File: config.mk
export PLATFORM = sky130hd
export DESIGN_NAME = and_gate
export DESIGN_NICKNAME = d
export VERILOG_FILES = /design/src/rtl/and_gate_pkg.sv /design/src/rtl/and_gate_core.sv /design/src/rtl/and_gate.sv
export SDC_FILE = /design/constraint.sdc
export NUM_CORES = 1
export LEC_CHECK = 0
export BUFFER_PORTS_ARGS = -buffer_cell sky130_fd_sc_hd__buf_2
export CORE_AREA = 5 5 42 44
export CTS_CLUSTER_DIAMETER = 40
export DETAILED_ROUTE_END_ITERATION = 16
export DIE_AREA = 0 0 47 49
export SETUP_SLACK_MARGIN = 0.15
export SLEW_MARGIN = 5
export SYNTH_ARGS = -nofsm -noshare
export SYNTH_HDL_FRONTEND = slang
export SYNTH_HIERARCHICAL = 1
export SYNTH_SLANG_ARGS = --single-unit
File: constraint.sdc
create_clock -name clk -period 2.45 [get_ports clk]
set_clock_uncertainty 0.1 [all_clocks]
set_input_delay 0.49 -clock clk [delete_from_list [all_inputs] [get_ports clk]]
set_output_delay 0.49 -clock clk [all_outputs]
set_load 0.005 [all_outputs]
File: src/rtl/and_gate_pkg.sv
// ---------------------------------------------------------------------------
// and_gate_pkg : parameter defaults shared by the and_gate block   rev 1.0
// ---------------------------------------------------------------------------
`default_nettype none

package and_gate_pkg;
    localparam int AND_WIDTH_DEF = 1;
    localparam int AND_CNT_W_DEF = 8;
endpackage

`default_nettype wire

File: src/rtl/and_gate_core.sv
// ---------------------------------------------------------------------------
// and_gate_core : purely combinational bitwise AND of two vectors   rev 1.0
// ---------------------------------------------------------------------------
`default_nettype none

module and_gate_core
    import and_gate_pkg::*;
#(
    parameter int WIDTH = AND_WIDTH_DEF
) (
    input  logic [WIDTH-1:0] a_i,
    input  logic [WIDTH-1:0] b_i,
    output logic [WIDTH-1:0] y_o
);

    assign y_o = a_i & b_i;

endmodule

`default_nettype wire

File: src/rtl/and_gate.sv
// ---------------------------------------------------------------------------
// and_gate : bitwise AND with registered copy, reduction flags, edge pulses
//            and a saturating all-ones cycle counter                rev 1.0
// ---------------------------------------------------------------------------
`default_nettype none

module and_gate
    import and_gate_pkg::*;
#(
    parameter int WIDTH = AND_WIDTH_DEF,
    parameter int CNT_W = AND_CNT_W_DEF
) (
    input  logic             clk,
    input  logic             rst,
    input  logic [WIDTH-1:0] a,
    input  logic [WIDTH-1:0] b,
    input  logic             en,
    output logic [WIDTH-1:0] c,
    output logic [WIDTH-1:0] c_q,
    output logic             all_q,
    output logic             any_q,
    output logic             rise,
    output logic             fall,
    output logic [CNT_W-1:0] high_cnt
);

    localparam logic [CNT_W-1:0] C_CNT_MAX = {CNT_W{1'b1}};

    logic [WIDTH-1:0] w_and;
    logic             w_new_all;

    logic [WIDTH-1:0] c_d;
    logic             all_d;
    logic             any_d;
    logic             rise_d, rise_q;
    logic             fall_d, fall_q;
    logic [CNT_W-1:0] cnt_d, cnt_q;

    and_gate_core #(
        .WIDTH (WIDTH)
    ) u_core (
        .a_i (a),
        .b_i (b),
        .y_o (w_and)
    );

    assign c         = w_and;
    assign w_new_all = &w_and;

    // all_q doubles as the previous-cycle state for edge detection.
    always_comb begin
        c_d    = c_q;
        all_d  = all_q;
        any_d  = any_q;
        rise_d = 1'b0;
        fall_d = 1'b0;
        cnt_d  = cnt_q;
        if (en) begin
            c_d    = w_and;
            all_d  = w_new_all;
            any_d  = |w_and;
            rise_d = w_new_all & ~all_q;
            fall_d = ~w_new_all & all_q;
            if (w_new_all && (cnt_q != C_CNT_MAX)) begin
                cnt_d = cnt_q + CNT_W'(1);
            end
        end
    end

    always_ff @(posedge clk) begin
        if (rst) begin
            c_q    <= '0;
            all_q  <= 1'b0;
            any_q  <= 1'b0;
            rise_q <= 1'b0;
            fall_q <= 1'b0;
            cnt_q  <= '0;
        end else begin
            c_q    <= c_d;
            all_q  <= all_d;
            any_q  <= any_d;
            rise_q <= rise_d;
            fall_q <= fall_d;
            cnt_q  <= cnt_d;
        end
    end

    assign rise     = rise_q;
    assign fall     = fall_q;
    assign high_cnt = cnt_q;

endmodule

`default_nettype wire

# Word-level counts from Yosys, hierarchy flattened
# Index checks and enable logic that the tools add are counted.
word_totals:
  ff_bits: 11
  inputBits: 5
  output_inout_bits: 14
  elab_cells: 15
op_classes:
  n_addsub: 1
  eq_ne: 1
  bitwise_logic: 6
  reduce_logical: 3
ops:
  columns: ["op", "count"]
  rows:
  - ["8-bit by 1-bit adder with 8-bit output, second input constant", 1]
  - ["8-bit inequality test, second input constant", 1]
  - ["1-bit AND", 3]
  - ["1-bit NOT", 3]
  - ["2-bit AND reduction", 1]
  - ["2-bit OR reduction", 1]
  - ["1-bit logical AND", 1]

# Depth between registers and ports, before layout
logic_depth:
  depth_word: 3
  ltp_mapped: 5

# Modules after synthesis
# The synthesis kept the hierarchy.
modules_own_cells:
  columns: ["mod", "n_inst", "cells_per_inst", "area_per_inst_um2"]
  rows:
  - ["and_gate", 1, 52, 484.2]
  - ["and_gate_core", 1, 1, 6.3]

# Worst setup path before layout
# OpenSTA, ideal clock, no wires.
synth_timing:
  path_type: "input to register"
  startpoint: "in a"
  endpoint: "reg cnt_q[7], in the netlist high_cnt[7]"
  arrival_time_ps: 1427
  setup_slack_ps: 852
  path_stages: 5
  cell_sequence: "and2_1 -> and4_1 -> o211ai_2 -> or3_1 -> a21oi_1"
synth_via:
  elab_chain_len: 3
synth_rtl:
  columns: ["item", "line", "source"]
  rows:
  - ["start: declaration", "and_gate.sv:15", "input logic [WIDTH-1:0] a,"]
  - ["1-bit AND", "and_gate_core.sv:16", "assign y_o = a_i & b_i;"]
  - ["1-bit logical AND", "and_gate.sv:64", "if (w_new_all && (cnt_q != C_CNT_MAX)) begin"]
  - ["2-bit AND reduction (no line)", null, null]
  - ["end signal: assignment", "and_gate.sv:84", "cnt_q <= cnt_d;"]
  - ["end: declaration", "and_gate.sv:37", "logic [CNT_W-1:0] cnt_d, cnt_q;"]
# No other way between the ends.
# A chain may end at the register's enable or synchronous reset.

# Worst setup path after layout
layout_timing:
  startpoint: "in a"
  endpoint: "out c"
layout_via:
  elab_chain_len: 1
layout_rtl:
  columns: ["item", "line", "source"]
  rows:
  - ["1-bit AND", "and_gate_core.sv:16", null]
  - ["end: declaration", "and_gate.sv:18", "output logic [WIDTH-1:0] c,"]
# No other way between the ends.

==> out/qor.tcl <==
set qor(finish.instance_area_um2) 608
set qor(vias_in_the_first_global_route) 385
set qor(die-height_um) 49
set qor(clock_tree.htree_level_count) 1
set qor(synth.net_count) 59
set qor(mostFrequentLayoutCells) {sky130_fd_sc_hd__buf_2, sky130_fd_sc_hd__dfxtp_1, sky130_fd_sc_hd__nor2_1}
set qor(detail_route.drc_violations) 0
set qor(clock_tree_from_tritoncts) {yes}
set qor(worst_setup_path_end_kind) {output port}
set qor(antennaDiodeCount) 0
set qor(wl_per_cell_um) 11.4
set qor(end_of_flow_core_utilization_pct) 43.4
set qor(post_cts.repair.setup_buffers) 0
set qor(crit_type) {in2out}
set qor(final.hold.worst_slack_ns) 0.417
set qor(power.static_leakage_uw) 0.000284
set qor(drt_iter0_drc) 6
set qor(cts.path.max_buffers) 2
set qor(cts-root-buf) {sky130_fd_sc_hd__clkbuf_4}
set qor(placementRows) 14
set qor(sequential_cell_area_um2) 220
set qor(grt_overflow_total) 0
set qor(grt_busiest_layer) {met2}
set qor(synth_cell_type_count) 25
set qor(final-max-slew-violation-count) 0
set qor(ir_worst_vdd_uv) 312
set qor(multi_input_gate_area_um2) 248
set qor(post_cts.resized_instances) 0
set qor(gp_routability_congestion) 0.725
set qor(worstSetupStartpointType) {input port}
set qor(avgSynthCellArea_um2) 9.25
set qor(unrepaired_setup_endpoints_after_global_routing) {false}
set qor(grt_max_degree) 12
set qor(grt_first_pass_wirelength_um) 1620
set qor(arrival_ns) 0.90
set qor(final_layout_size_suffix_gt1_share_pct) 31.9
set qor(timing.reg2reg.setup_slack_ns) 1.03
set qor(number_of_fill_cells) 156
set qor(clkSinkCount) 11
set qor(grt.met2_usage_pct) 14.9
set qor(layout_commonest_cell) {sky130_fd_sc_hd__buf_2}
set qor(crit_path_max_fanout) 5
set qor(final_nets) 79
set qor(timing.slew.headroom_pct) 79.7
set qor(num_io_pins) 19
set qor(syn_inst) 53
set qor(number_of_antenna_violations_at_the_first_check_in_global_routing) 0
set qor(worst_hold_path_type) {reg2reg}
set qor(grt.total_usage_pct) 9.76
set qor(cts_hold_repair.buffers) 0
set qor(final-hold-violation-count) 0
set qor(postRouteAntennaNets) 0
set qor(place.detailed.hpwl_um) 783
set qor(post_dp_cell_area_um2) 582
set qor(clkLatencyLatePin_ns) 0.27
set qor(mappedNetlistArea_um2) 490
set qor(grt_use_met3_pct) 3.32
set qor(drt_pre_antenna_iters) 4
set qor(totalNegativeSetupSlack_ns) 0
set qor(outcome) {finished clean}
set qor(area.growth.synth_to_final_pct) 24.0
set qor(grtUsageMet1_pct) 11.4
set qor(synth.yosys.warnings) 6
set qor(synth.yosys.seq_area_share_pct) 44.9
set qor(cap_viol_max_count) 0
set qor(p_per_area_nw_per_um2) 534
set qor(vias) 421
set qor(core_region_area_um2) 1400
set qor(clkTransAtPathRegs_ns) 0.07
set qor(fp.dieArea_um2) 2300
set qor(synth-seq-cells) 11
set qor(numCtsBuffers) 3
set qor(finish.cell_count_without_fillers) 88
set qor(buffer_ports.inserted) 18
set qor(cp.required_ns) 1.86
set qor(drt-vias-per-instance) 4.78
set qor(worst_pin_slew_ns) 0.304
set qor(die_width_um) 47
set qor(report.final.setup_viol) 0
set qor(final_min_period_over_clock_period_pct) 60.9
set qor(post-place-cells) 84
set qor(achievable-frequency_mhz) 670
set qor(routed_wl_um) 1000
set qor(final_period_minus_worst_setup_slack_ns) 1.49
set qor(floorplan.initialDensity_pct) 35.0
==> path summary, 6_finish.rpt <==
| kind | from | end | cells past startpoint |
|---|---|---|---|
| worst max-delay path | a | c | 3 |
| worst min-delay path | any_q | rise | 1 |
| worst max register to register | high_cnt[0] | high_cnt[6] | 5 |
| worst min register to register | any_q | rise | 1 |
==> routing by layer <==
layer  wire length (µm)  part of all wire [%]
met5                  0                     0
met4                 23                   2.3
met3                 43                   4.3
met2                493                    49
met1                444                    44
==> flip-flops by register name (all words and copies together) (netlist names) <==
signal and flops:
fall 1, high_cnt 8, rise 1, any_q 1
==> synth_stat cells, drive strengths merged <==
master	count	area [µm²]
and4	1	8.76
nand4	2	12.5
nor4bb	1	10.0
xor2	2	17.5
o21ai	2	10.0
and3	3	23.8
a21oi	2	10.0
nand2b	1	6.26
or3	1	6.26
dfxtp	11	220
clkbuf	1	3.75
buf	2	15.0
and2	1	6.26
o2111ai	1	8.76
nor3	2	10.0
o211ai	3	27.5
ha	1	12.5
mux2i	1	10.0
nand2	3	11.3
nor2	7	26.3
xnor2	2	17.5
a31oi	2	12.5
inv	1	3.75
==> layout make-up <==
| type | count | share of cell area (%) |
|---|---|---|
| Clock buffer | 4 | 4.32 |
| Inverter | 1 | 0.617 |
| Multi-Input combinational cell | 38 | 40.7 |
| Tap cell | 16 | 3.29 |
| Sequential cell | 11 | 36.2 |
| Timing Repair Buffer | 18 | 14.8 |
==> logic make-up after synthesis <==
family                     after synthesis  synth area share, %
AOI/OAI and AO/OA                       10                 14.0
muxes                                    1                 2.04
DFF                                     11                 44.9
xor gates and xnor gates                 4                 7.14
adders and majority gates                1                 2.55
buffers and inverters                    4                 4.59
and+or+nand+nor                         22                 24.7
==> metrics by stage <==
stage,setup WS [ns],power (µW)
after detailed placement,0.709,206
after floorplan,0.852,198
final,0.959,325
after global placement,0.761,206
after global routing,0.913,343
after CTS,0.956,329
==> worst max-delay path: stages <==
cell                     delay [ns]
sky130_fd_sc_hd__buf_2         0.09
sky130_fd_sc_hd__and2_1        0.18
sky130_fd_sc_hd__buf_2         0.14
==> where the power goes <==
part / total (µW) / leakage [µW] / internal (µW) / switching [µW]
clock network: 123 / 0.0000150 / 63.0 / 60.4
registers: 183 / 0.0000889 / 181 / 2.12
logic: 18.0 / 0.000180 / 8.84 / 9.14
total: 325 / 0.000284 / 253 / 71.6
Power figures use the tool's default switching activity.
